--- src/rtl/fetch_buffer_if.sv ---
// Fetch front-end bus bundle: imem request/response, execute redirect and decode output.
// master = fetch_buffer side, slave = memory/execute/decode side.
interface fetch_buffer_if #(
  parameter int XLEN  = 32,
  parameter int DEPTH = 4
);
  localparam int CW = $clog2(DEPTH) + 1;

  logic            imem_req_valid;
  logic            imem_req_ready;
  logic [XLEN-1:0] imem_req_addr;
  logic            imem_rsp_valid;
  logic [XLEN-1:0] imem_rsp_data;
  logic            redirect_valid;
  logic [XLEN-1:0] redirect_pc;
  logic            out_valid;
  logic            out_ready;
  logic [XLEN-1:0] out_pc;
  logic [XLEN-1:0] out_instr;
  logic [CW-1:0]   fb_count;

  modport master (
    output imem_req_valid, imem_req_addr, out_valid, out_pc, out_instr, fb_count,
    input  imem_req_ready, imem_rsp_valid, imem_rsp_data, redirect_valid, redirect_pc, out_ready
  );

  modport slave (
    input  imem_req_valid, imem_req_addr, out_valid, out_pc, out_instr, fb_count,
    output imem_req_ready, imem_rsp_valid, imem_rsp_data, redirect_valid, redirect_pc, out_ready
  );
endinterface

--- src/rtl/fetch_buffer.sv ---
// Decoupled instruction fetcher: owns the fetch PC, buffers up to DEPTH {pc, instr} entries.
// Optional macro FETCH_BYPASS_EN: response goes straight to decode when the buffer is empty.
module fetch_buffer #(
  parameter int              XLEN     = 32,
  parameter int              DEPTH    = 4,
  parameter logic [XLEN-1:0] RESET_PC = '0
) (
  input logic            clk,
  input logic            rst,
  fetch_buffer_if.master bus
);
  localparam int AW = $clog2(DEPTH);
  localparam int CW = AW + 1;

  logic [XLEN-1:0] fetch_pc;
  logic [XLEN-1:0] rsp_pc;
  logic [XLEN-1:0] out_pc_q;
  logic [XLEN-1:0] out_instr_q;
  logic [CW-1:0]   occ;
  logic [CW-1:0]   outstanding;
  logic [CW-1:0]   drop_cnt;
  logic [AW-1:0]   wr_ptr;
  logic [AW-1:0]   rd_ptr;
  logic [XLEN-1:0] pc_mem    [DEPTH];
  logic [XLEN-1:0] instr_mem [DEPTH];

  logic [CW:0]     credits_used;
  logic [CW-1:0]   outstanding_nxt;
  logic [AW-1:0]   rd_next;
  logic            req_valid;
  logic            req_fire;
  logic            rsp_ok;
  logic            rsp_drop;
  logic            rsp_take;
  logic            pop_buf;
  logic            byp;
  logic            byp_take;
  logic            push;

  assign credits_used = {1'b0, occ} + {1'b0, outstanding};
  assign req_valid    = !rst && !bus.redirect_valid && (credits_used < (CW+1)'(DEPTH));
  assign req_fire     = req_valid && bus.imem_req_ready;

  // Stray responses with nothing outstanding are ignored so counters never underflow.
  assign rsp_ok   = bus.imem_rsp_valid && (outstanding != '0);
  assign rsp_drop = rsp_ok && (drop_cnt != '0);
  assign rsp_take = rsp_ok && (drop_cnt == '0) && !bus.redirect_valid;
  assign pop_buf  = (occ != '0) && bus.out_ready;

`ifdef FETCH_BYPASS_EN
  assign byp      = (occ == '0) && (drop_cnt == '0) && !bus.redirect_valid && rsp_ok;
  assign byp_take = byp && bus.out_ready;
`else
  assign byp      = 1'b0;
  assign byp_take = 1'b0;
`endif

  assign push            = rsp_take && !byp_take;
  assign outstanding_nxt = outstanding + CW'(req_fire) - CW'(rsp_ok);
  assign rd_next         = rd_ptr + AW'(1);

  assign bus.imem_req_valid = req_valid;
  assign bus.imem_req_addr  = fetch_pc;
  assign bus.out_valid      = (occ != '0) || byp;
  assign bus.out_pc         = byp ? rsp_pc : out_pc_q;
  assign bus.out_instr      = byp ? bus.imem_rsp_data : out_instr_q;
  assign bus.fb_count       = occ;

  always_ff @(posedge clk) begin
    if (push) begin
      pc_mem[wr_ptr]    <= rsp_pc;
      instr_mem[wr_ptr] <= bus.imem_rsp_data;
    end
  end

  always_ff @(posedge clk) begin
    if (rst) begin
      fetch_pc    <= RESET_PC;
      rsp_pc      <= RESET_PC;
      occ         <= '0;
      outstanding <= '0;
      drop_cnt    <= '0;
      wr_ptr      <= '0;
      rd_ptr      <= '0;
      out_pc_q    <= '0;
      out_instr_q <= '0;
    end else begin
      outstanding <= outstanding_nxt;
      if (bus.redirect_valid) begin
        // Everything still in flight after this cycle belongs to the old path.
        occ      <= '0;
        wr_ptr   <= '0;
        rd_ptr   <= '0;
        fetch_pc <= {bus.redirect_pc[XLEN-1:2], 2'b00};
        rsp_pc   <= {bus.redirect_pc[XLEN-1:2], 2'b00};
        drop_cnt <= outstanding_nxt;
      end else begin
        if (req_fire) fetch_pc <= fetch_pc + XLEN'(4);
        if (rsp_drop) drop_cnt <= drop_cnt - CW'(1);
        if (rsp_take) rsp_pc   <= rsp_pc + XLEN'(4);
        if (push)     wr_ptr   <= wr_ptr + AW'(1);
        if (pop_buf)  rd_ptr   <= rd_next;
        occ <= occ + CW'(push) - CW'(pop_buf);
        // Head registers track the next entry; a push into an emptying buffer becomes head.
        if (pop_buf && (occ > CW'(1))) begin
          out_pc_q    <= pc_mem[rd_next];
          out_instr_q <= instr_mem[rd_next];
        end else if (push && ((occ == '0) || (pop_buf && (occ == CW'(1))))) begin
          out_pc_q    <= rsp_pc;
          out_instr_q <= bus.imem_rsp_data;
        end
      end
    end
  end
endmodule

--- src/flat_wrapper.sv ---
// flat-port wrapper written by rule: the top's interface ports become plain ports
module fetch_buffer_flat 
#(
  parameter int              XLEN     = 32,
  parameter int              DEPTH    = 4,
  parameter logic [XLEN-1:0] RESET_PC = '0
)
  (clk, rst, bus_imem_req_valid, bus_imem_req_addr, bus_out_valid, bus_out_pc, bus_out_instr, bus_fb_count, bus_imem_req_ready, bus_imem_rsp_valid, bus_imem_rsp_data, bus_redirect_valid, bus_redirect_pc, bus_out_ready);
  fetch_buffer_if #(.XLEN(XLEN), .DEPTH(DEPTH)) bus_i ();
  input logic clk;
  input logic rst;
  output wire logic [$bits(bus_i.imem_req_valid)-1:0] bus_imem_req_valid;
  output wire logic [$bits(bus_i.imem_req_addr)-1:0] bus_imem_req_addr;
  output wire logic [$bits(bus_i.out_valid)-1:0] bus_out_valid;
  output wire logic [$bits(bus_i.out_pc)-1:0] bus_out_pc;
  output wire logic [$bits(bus_i.out_instr)-1:0] bus_out_instr;
  output wire logic [$bits(bus_i.fb_count)-1:0] bus_fb_count;
  input wire logic [$bits(bus_i.imem_req_ready)-1:0] bus_imem_req_ready;
  input wire logic [$bits(bus_i.imem_rsp_valid)-1:0] bus_imem_rsp_valid;
  input wire logic [$bits(bus_i.imem_rsp_data)-1:0] bus_imem_rsp_data;
  input wire logic [$bits(bus_i.redirect_valid)-1:0] bus_redirect_valid;
  input wire logic [$bits(bus_i.redirect_pc)-1:0] bus_redirect_pc;
  input wire logic [$bits(bus_i.out_ready)-1:0] bus_out_ready;
  assign bus_imem_req_valid = bus_i.imem_req_valid;
  assign bus_imem_req_addr = bus_i.imem_req_addr;
  assign bus_out_valid = bus_i.out_valid;
  assign bus_out_pc = bus_i.out_pc;
  assign bus_out_instr = bus_i.out_instr;
  assign bus_fb_count = bus_i.fb_count;
  assign bus_i.imem_req_ready = bus_imem_req_ready;
  assign bus_i.imem_rsp_valid = bus_imem_rsp_valid;
  assign bus_i.imem_rsp_data = bus_imem_rsp_data;
  assign bus_i.redirect_valid = bus_redirect_valid;
  assign bus_i.redirect_pc = bus_redirect_pc;
  assign bus_i.out_ready = bus_out_ready;
  fetch_buffer #(.XLEN(XLEN), .DEPTH(DEPTH), .RESET_PC(RESET_PC)) u_core (.clk(clk), .rst(rst), .bus(bus_i));
endmodule
--- config.mk ---
export PLATFORM = sky130hd
export DESIGN_NAME = fetch_buffer_flat
export DESIGN_NICKNAME = d
export VERILOG_FILES = /design/src/rtl/fetch_buffer_if.sv /design/src/rtl/fetch_buffer.sv /design/src/flat_wrapper.sv
export SDC_FILE = /design/constraint.sdc
export NUM_CORES = 1
export LEC_CHECK = 0
export ABC_AREA = 1
export CORE_ASPECT_RATIO = 1.5
export CORE_MARGIN = 10
export CORE_UTILIZATION = 25
export DETAILED_ROUTE_END_ITERATION = 10
export SETUP_SLACK_MARGIN = 0.05
export SLEW_MARGIN = 10
export SYNTH_ARGS = -nofsm -noshare
export SYNTH_HDL_FRONTEND = slang
export SYNTH_SLANG_ARGS = --single-unit
--- constraint.sdc ---
create_clock -name clk -period 5.9 [get_ports clk]
set_input_delay 1.18 -clock clk [delete_from_list [all_inputs] [get_ports clk]]
set_output_delay 1.18 -clock clk [all_outputs]
set_load 0.02 [all_outputs]
After elaboration in Yosys (flattened, before gate mapping)
Memory sizes are Yosys's and may differ from the RTL's.
Index checks and enable logic that the tools add are counted.

word-level totals
  register bits after elaboration = 141
  bits in latches = 0
  bits in writable memories = 256
  bits in read-only memories = 0
  input bits = 70
  logic and storage cells = 64
  memories kept = 2

memories
  name              depth  bits a word  rd ports  clocked after Yosys merged registers in  wr ports  line                RTL
  u_core.instr_mem  4      32           1         0                                        1         fetch_buffer.sv:25  logic [XLEN-1:0] instr_mem [DEPTH];
  u_core.pc_mem     4      32           1         0                                        1         fetch_buffer.sv:24  logic [XLEN-1:0] pc_mem [DEPTH];

operators by class
  add/sub/neg operators = 10
  $mul = 0
  divide/modulo/power cells = 0
  $lt $le $gt $ge = 2
  equal/unequal tests = 1
  shift-type cells = 0
  muxes and demuxes = 12
  bitwise gates (word level) = 1
  reduce and logical (&&, ||, !) cells = 25

operators with widths
  kind                   count
  $mux 32                8
  $add 32x3->32 const B  2
  $logic_and 1x1->1      11
  $reduce_bool 3->1      3
  $reduce_bool 2->1      4
  $add 3x1->3            2
  $logic_not 3->1        2
  $mux 3                 2
  $sub 3x1->3            2
  $add 2x1->2 const B    2
  $add 3x3->4            1
  $lt 4x3->1 const B     1
  $eq 3x1->1 const B     1
  $gt 3x1->1 const B     1
  $sub 3x1->3 const B    1
  $logic_not 1->1        2
  $mux 1                 2
  $reduce_and 2->1       1
  $reduce_or 2->1        1
  $logic_or 1x1->1       1
  $not 1->1              1

Logic depth before layout (Yosys ltp)
Gate-level depths: netlist (run 1).

  depth after elaboration = 7
  gate-level depth with buffers = 16
  mapped depth without buffers = 15

Worst setup path before layout (run 1)
Ideal clock, no wire load.

  path type = input -> register
  start = input bus_redirect_valid
  end = memory u_core.instr_mem[0][0] (enable)
  data arrival time = 4.246 ns
  required time = 5.418 ns
  slack = 1.171 ns
  cell stages on the path = 4
  path buffers = 1
  cell sequence = buf_4 inv_2 nand2_1 nor2_1

on the way
  longest elaborated chain between the ends = 4

ends and longest elaborated chain
  item                          line                RTL
  start, declared               flat_wrapper.sv:21  input wire logic [$bits(bus_i.redirect_valid)-1:0] bus_redirect_valid;
  $logic_not 1->1               fetch_buffer.sv:47  assign rsp_take = rsp_ok && (drop_cnt == '0) && !bus.redirect_valid;
  $logic_and 1x1->1             fetch_buffer.sv:47
  $mux 1                        fetch_buffer.sv:70  if (push) begin
  $mux 1 (not written as such)  fetch_buffer.sv:72  instr_mem[wr_ptr] <= bus.imem_rsp_data;
  end, declared                 fetch_buffer.sv:25

No other way between the ends.

Final worst setup path (run 1)
  start = input bus_redirect_valid
  end = output bus_imem_req_valid

on the way
  longest elaborated chain between the ends = 3

ends and longest elaborated chain
  item                            line                RTL
  $logic_not 1->1                 fetch_buffer.sv:41  assign req_valid = !rst && !bus.redirect_valid && (credits_used < (CW+1)'(DEPTH));
  $logic_and 1x1->1 (2 in a row)  fetch_buffer.sv:41
  end, declared                   flat_wrapper.sv:12  output wire logic [$bits(bus_i.imem_req_valid)-1:0] bus_imem_req_valid;

No other way between the ends.

==> results of run 1 <==
## synthesized netlist by cell type
| library cell | instances |
|---|---|
| inv_2 | 13 |
| buf_2 | 51 |
| buf_4 | 16 |
| o21a_1 | 1 |
| fa_1 | 2 |
| nor2_1 | 178 |
| nand3_1 | 213 |
| o21bai_1 | 1 |
| or2_2 | 1 |
| ha_1 | 16 |
| nor2_8 | 2 |
| dfxtp_1 | 135 |
| nand2_1 | 718 |
| nor2_4 | 2 |
| nand3b_1 | 2 |
| o21ai_1 | 25 |
| edfxtp_1 | 248 |
| nand2_4 | 5 |
| nand4_1 | 11 |
| a211oi_1 | 1 |
| xnor2_1 | 5 |
| conb_1 | 1 |
| buf_1 | 2 |
| inv_1 | 138 |
| nor2_2 | 6 |
| buf_6 | 9 |
| clkbuf_1 | 27 |
| a21oi_2 | 10 |
| a21oi_1 | 86 |
| a31oi_1 | 10 |
| nor3_1 | 4 |
| nand2_2 | 5 |
| o21ai_0 | 88 |
| o21ai_4 | 1 |
| and2_1 | 1 |
| xor2_1 | 17 |
| nand3_2 | 11 |
| o211ai_1 | 3 |
| nand3_4 | 1 |
## layout make-up
cell class | instances | area (µm²)
flip-flops and latches | 383 | 10100
diodes | 3 | 7.51
multi-input cells | 1430 | 6550
fillers | 7365 | 48800
inverters | 151 | 569
repair buffers | 180 | 1780
well taps | 907 | 1130
clock inverters | 20 | 282
clock buffers | 59 | 1210
## report_power, final
group	internal (mW)	total (mW)	switching [mW]
sequential	3.02	3.14	0.120
combinational	0.365	1.07	0.708
clock	1.71	2.83	1.12
## cell families (layout without fill, tap and decap cells)
| family | count (synthesis) | count (layout) | synth area share |
|---|---|---|---|
| other cells | 1 | 7 | 0.000211 |
| flops | 383 | 383 | 0.570 |
| fa+ha+maj | 18 | 18 | 0.0135 |
| buf+inv | 256 | 410 | 0.0647 |
| simple gates | 1160 | 1160 | 0.273 |
| compound gates | 226 | 226 | 0.0678 |
| xor+xnor | 22 | 22 | 0.0108 |
## sequential cells by signal, summed over array words and instances, names as in the netlist
register	count
u_core.instr_mem	128
u_core.bus.fb_count	3
u_core.rd_ptr	2
u_core.outstanding	3
u_core.pc_mem	120
u_core.bus.out_pc	30
u_core.rsp_pc	30
u_core.drop_cnt	3
u_core.wr_ptr	2
u_core.bus.out_instr	32
u_core.bus.imem_req_addr	30
## worst paths after layout
kind	from	cells past startpoint	end	slack, ps
max reg2reg	u_core.rd_ptr[1]	8	u_core.bus.out_instr[16]	2540
min reg2reg	u_core.bus.out_instr[1]	2	u_core.bus.out_instr[1]	460
min	u_core.bus.out_instr[1]	2	u_core.bus.out_instr[1]	460
max	bus_redirect_valid	5	bus_imem_req_valid	1850
## per-layer routing
metal  GRT usage  part of all wire  up-vias
met5           0                 0        -
met4      0.0503             0.032        0
met3      0.0266             0.061       92
met2       0.233              0.51      410
met1       0.150              0.40     6626
li1            -                 -     7034
## metrics by stage
stage | hold slack [ps] | utilization | setup slack (ps)
global placement | 448 | 0.287 | 1650
floorplan | 461 | - | 1170
global route | 476 | 0.308 | 1760
CTS | 463 | 0.308 | 1820
detailed placement | 454 | 0.287 | 1640
finish | 458 | 0.308 | 1850
## worst reg2reg max path: stages (launching register included)
cell and delay [ps]:
dfxtp_1 480, clkinv_2 780, nand2_2 940, buf_4 430, nor2_1 90, nor3_1 180
a21oi_1 100, nor2_1 170, nor2_1 70
==> qor.txt, run 1 <==
Synth Cell Area: 17800 µm²
DIE WIDTH: 238 µm
Inserted Clock Buffers: 43
Arrival time worst endpoint: 2870 ps
Drc violations: 0
Antenna Violating Nets Remaining: 0
Critical path type: in2out
Via density: 4.52
Pin count of the biggest net entering global routing: 95
Die height: 347 µm
Fin cells: 3133
Register area share after synthesis: 0.570
Die area: 82500 µm²
Fin crit share: 0.687
CP Max Fanout: 41
Yosys warns: 0
PwrDens: 325 nW/µm²
Sink Count: 383
Number of synthesized register bits: 383
Resized Gates After CTS: 0
CP peak stage delay: 650 ps
Root Driver: clkbuf_16
Fin area: 21700 µm²
IO Count: 171
Initial Util: 0.253
Global-route wire length before repair: 83000 µm
Placed insts: 3051
VDD IR max: 200 µV
CTS Hold Bufs: 0
Fin Setup TNS: 0 ps
GRT Total Usage: 0.130
GP Congestion: 0.875
Synth area leaders: edfxtp_1 (42%), dfxtp_1 (15%), nand2_1 (15%), nand3_1 (6.0%), nor2_1 (3.8%)
Port bufs: 164
Share of Yosys cell area claimed by the top area cell type: 0.418
Post-CTS setup buffers: 0
Max-slew violation count: 0
Critical Path RT: 4720 ps
CTS clk-pin slew, worst paths: 50 ps
Share of layout cells above drive strength 1: 0.0661
MaxCap Viol Count: 0
Slowest-stage cell, CP: clkdlybuf4s50_1
Final setup vio count: 0
Peak Freq: 247 MHz
Final Power: 7.05 mW
Initial antenna violation count: 4
Rows: 119
Post-Syn Instances: 2066
Clk buf depth: 3
Final hold viol count: 0
Outcome: complete, no violations
H-Tree Depth: 2
P&R area growth vs syn: 21.7%
Crit-path cells: buf_2 -> nor2_8 -> nand2_1 -> nor2_4 -> clkdlybuf4s50_1
Unrepaired setup endpoints after global routing: false
Nets: 2277
Syn Area/Cell: 8.62 µm²
Crit path max-delay family: buffers and inverters
Clk_skew: 27.7 ps
Commonest non-fill, non-tap cells in the layout: nand2_1 (718), edfxtp_1 (248), nand3_1 (213), nor2_1 (174), clkdlybuf4s50_1 (162)
Worst Hold Class: reg2reg
Vias in the first global route: 13800
Leak: 8.19 nW
TritonCTS clock tree: built
Worst Tran Pin Value: 1170 ps
Netlist cell types: 39
Core area: 70400 µm²
Minimum clock period: 4050 ps
Global route overflow: 0
Vias: 14200
Startpoint types: input port
Commonest non-fill, non-tap cell in the layout: nand2_1
First drt pass iteration count: 5
HPWL after DPL: 35100 µm
DP Area: 20200 µm²
Worst-Skew Late Latency: 580 ps
Drt total wl: 55000 µm
Wire per inst: 17.5 µm
Slew HR: 0.222
Synth area leader: edfxtp_1
Crit. End Element: primary output
Initial detailed-routing violation count: 820
Critical path buffer and inverter count: 2
Note: power is estimated with default switching activity, not from simulation.
==> inputs of run 2 (changes only) <==
Clock period 5.9 ns to 3.6 ns, I/O delays scaled along.
==> run 2 against run 1 <==
Against the previous run: sequential share of layout area decreased by 0.55 points; non-clock buffer count increased by 17; sequential power increased by 64%; cell area up 1.2%; combinational power increased by 66%; die area stayed put; flip-flop and latch count unchanged; first-iteration DRC count increased by 7.1%; global-route usage is 0.065 points lower; utilization grew 0.37 points; critical path type is now reg2out.
==> qor.txt, run 2 (synthesized netlist as in run 1, its figures left out) <==
Commonest non-fill, non-tap cell in the layout: nand2_1
DP Area: 20300 µm²
Global-route wire length before repair: 82900 µm
Global route overflow: 0
GR Layer Usage met2: 0.235
Clk_skew: 22.9 ps
IO Count: 171
Top reg by flops: u_core.instr_mem
Sink Count: 383
Resized Gates After CTS: 0
Largest register FFs: 128
Unrepaired setup endpoints after global routing: false
Drc violations: 0
GRT Total Usage: 0.130
CP Max Fanout: 4
Via density: 4.52
Multi-input logic area: 6550 µm²
Fin area: 21900 µm²
Critical Path RT: 2880 ps
Initial detailed-routing violation count: 878
TritonCTS clock tree: built
Outcome: complete, no violations
Peak Freq: 348 MHz
Crit. End Element: primary output
Reg area: 10100 µm²
P&R area growth vs syn: 23.2%
Nets: 2293
Fin Setup TNS: 0 ps
Initial antenna violation count: 6
Die area: 82500 µm²
Final hold viol count: 0
Share of layout cells above drive strength 1: 0.0732
PwrDens: 538 nW/µm²
Core Util, Final: 0.311
Port bufs: 164
Worst R2R Setup Slack: 1030 ps
Vias: 14300
Drt total wl: 55100 µm
Worst Tran Pin Value: 871 ps
Post-CTS setup buffers: 0
Leak: 8.32 nW
First drt pass iteration count: 8
Worst-Skew Late Latency: 570 ps
CTS Hold Bufs: 0
Wire per inst: 17.5 µm
GP Congestion: 0.839
Max-slew violation count: 0
Fillers: 7282
Clk buf depth: 3
H-Tree Depth: 2
Root Driver: clkbuf_16
HPWL after DPL: 36200 µm
Startpoint types: register
MaxCap Viol Count: 0
Vias in the first global route: 14000
Commonest non-fill, non-tap cells in the layout: nand2_1 (718), edfxtp_1 (248), nand3_1 (213), nor2_1 (174), clkdlybuf4s50_1 (162)
CTS clk-pin slew, worst paths: 60 ps
Rows: 119
Met1 GRT Util: 0.148
Gr busiest metal: met2
Core area: 70400 µm²
Die height: 347 µm
Slew HR: 0.419
Met3 GRT Util: 0.0224
Worst Hold Class: reg2reg
Final setup vio count: 0
Minimum clock period: 2870 ps
VDD IR max: 283 µV
Antenna Violating Nets Remaining: 0
DIE WIDTH: 238 µm
Inserted Clock Buffers: 42
Pin count of the biggest net entering global routing: 121
Critical path type: reg2out
Initial Util: 0.253
Fin crit share: 0.799
Arrival time worst endpoint: 2150 ps
==> run 2: cell types whose count changed in the layout (fill, tap and decap cells not counted), sizes merged <==
cell      delta
bufinv       +4
diode        +2
clkinvlp     +3
clkinv       -1
buf         +17
clkbuf       -3
inv          -4
==> run 2: power breakdown <==
part / switching, mW / total [mW] / internal (mW)
Combinational: 1.17 / 1.78 / 0.613
Clock: 1.79 / 4.87 / 3.08
Sequential: 0.199 / 5.15 / 4.95
Total: 3.15 / 11.8 / 8.64
==> run 2: area by class of cell <==
type                       count  share of cell area
clock buffer                  56              0.0550
timing repair buffer         197              0.0886
clock inverter                22              0.0168
antenna                        5            0.000570
sequential                   383               0.463
tap                          907              0.0517
inverter                     151              0.0260
multi-input combinational   1430               0.298
==> run 2: per-stage QoR <==
stage	power [mW]	hold WS, ps	instances	worst slack, ps
after floorplan	6.31	461	2069	-669
after global placement	7.04	449	3068	562
after detailed placement	7.05	456	3068	565
after CTS	11.9	465	3146	670
after global routing	12.3	474	3151	616
final	11.8	464	3151	725
==> run 2: final timing paths <==
kind / startpoint / endpoint / cells after the start
max reg2reg: u_core.rd_ptr[0] / u_core.bus.out_instr[27] / 10
max: u_core.outstanding[1] / bus_imem_req_valid / 5
min: u_core.bus.out_instr[20] / u_core.bus.out_instr[20] / 2
min reg2reg: u_core.bus.out_instr[20] / u_core.bus.out_instr[20] / 2
==> run 2: layer usage <==
layer | vias up | share of wire
li1 | 7055 | -
met1 | 6735 | 0.41
met2 | 380 | 0.51
met3 | 88 | 0.049
met4 | 0 | 0.031
met5 | - | 0
==> run 2: critical path: stages, from the launching register on <==
cell	delay (ps)
dfxtp_1	420
ha_1	270
nand3_1	80
nand2_1	80
nor2_4	110
clkdlybuf4s50_1	630
==> inputs of run 3 (changes only) <==
Clock period 3.6 ns to 3 ns, I/O delays scaled along.
==> run 3 against run 2 <==
Against the previous run: clock power increased by 4%; register-to-register slack worse by 390 ps; critical path type unchanged; utilization decreased by 0.12 points.
==> qor.txt, run 3 (synthesized netlist as in run 1, its figures left out) <==
Max-slew violation count: 0
DIE WIDTH: 238 µm
Core area: 70400 µm²
Clk buf depth: 3
GRT Total Usage: 0.129
Post-CTS setup buffers: 0
HPWL after DPL: 36800 µm
Crit path max-delay family: buffers and inverters
CTS clk-pin slew, worst paths: 60 ps
Global-route wire length before repair: 82700 µm
Crit. End Element: primary output
Final setup vio count: 0
Startpoint types: register
Die area: 82500 µm²
DP Worst Slack: 139 ps
Initial antenna violation count: 3
Critical path buffer and inverter count: 1
Initial detailed-routing violation count: 879
First drt pass iteration count: 7
Port bufs: 164
Global route overflow: 0
Vias in the first global route: 13800
Via density: 4.52
CP Max Fanout: 4
MaxCap Viol Count: 0
Inserted Clock Buffers: 41
Worst Hold Class: reg2reg
Crit-path cells: ha_1 -> nand3_1 -> nand2_1 -> nor2_4 -> clkdlybuf4s50_1
Sink Count: 383
Pin count of the biggest net entering global routing: 122
Wire per inst: 17.3 µm
Leak: 8.28 nW
IO Count: 171
P&R area growth vs syn: 22.7%
Commonest non-fill, non-tap cells in the layout: nand2_1 (718), edfxtp_1 (248), nand3_1 (213), nor2_1 (174), clkdlybuf4s50_1 (162)
Outcome: complete, no violations
Largest register FFs: 128
Minimum clock period: 2730 ps
CP peak stage delay: 630 ps
Slew HR: 0.469
Worst-Skew Late Latency: 550 ps
Critical path type: reg2out
Unrepaired setup endpoints after global routing: false
Slowest-stage cell, CP: clkdlybuf4s50_1
Rows: 119
Die height: 347 µm
Root Driver: clkbuf_16
Commonest non-fill, non-tap cell in the layout: nand2_1
Peak Freq: 366 MHz
TritonCTS clock tree: built
Clk_skew: 11.8 ps
Initial Util: 0.253
GP Congestion: 0.831
Arrival time worst endpoint: 2130 ps
Final hold viol count: 0
Fin crit share: 0.911
Final setup margin: 266 ps
Worst Tran Pin Value: 796 ps
PwrDens: 615 nW/µm²
Nets: 2299
Drc violations: 0
H-Tree Depth: 2
VDD IR max: 468 µV
Core Util, Final: 0.310
Share of layout cells above drive strength 1: 0.0736
CTS Hold Bufs: 0
Top reg by flops: u_core.instr_mem
Critical Path RT: 2400 ps
Drt total wl: 54600 µm
Vias: 14200
Resized Gates After CTS: 0
Antenna Violating Nets Remaining: 0
==> run 3: changes by cell type in the layout (fill, tap and decap cells not counted), sizes merged <==
cell      before  now
inv          148  152
clkinv        10   14
diode          5    1
clkbuf        56   54
clkinvlp       5    4
buf           35   42
bufinv        10    2
==> run 3: worst paths after layout <==
path                       startpoint  depth (start not counted)  slack (ps)                  endpoint
min reg2reg  u_core.bus.out_instr[25]                          2         460  u_core.bus.out_instr[25]
max reg2reg     u_core.outstanding[1]                         15         640        u_core.drop_cnt[2]
max             u_core.outstanding[1]                          5         270        bus_imem_req_valid
min          u_core.bus.out_instr[25]                          2         460  u_core.bus.out_instr[25]
==> run 3: layout make-up <==
class | instances | area, µm²
Sequential cell | 383 | 10100
Timing Repair Buffer | 204 | 2100
Fill cell | 7251 | 48600
Clock inverter | 21 | 179
Tap cell | 907 | 1130
Multi-Input combinational cell | 1430 | 6550
Inverter | 151 | 569
Antenna cell | 1 | 2.50
Clock buffer | 54 | 1170
==> run 3: where the power goes <==
part / switching (mW) / internal [mW]
sequential: 0.242 / 5.94
clock: 2.13 / 2.94
combinational: 1.40 / 0.789
total: 3.77 / 9.67
==> run 3: through the flow <==
step / power (mW) / area [µm²] / setup TNS [ps] / instances / hold slack, ps
global route: 14.0 / 21800 / 0 / 3151 / 480
detailed placement: 8.51 / 20500 / 0 / 3075 / 453
CTS: 13.6 / 21800 / 0 / 3150 / 463
finish: 13.4 / 21800 / 0 / 3151 / 457
floorplan: 7.56 / 17800 / -38990 / 2069 / 461
global placement: 8.50 / 20500 / 0 / 3075 / 448
==> run 3: layer usage <==
metal,global-route usage,wire (µm)
met4,0.0446,1560
met5,0,11
met1,0.150,22100
met3,0.0217,2980
met2,0.232,28000
==> run 3: tightest hold or removal path: stages (launching register included) <==
cell	delay, ps
dfxtp_1	310
nand2_1	60
a21oi_1	50
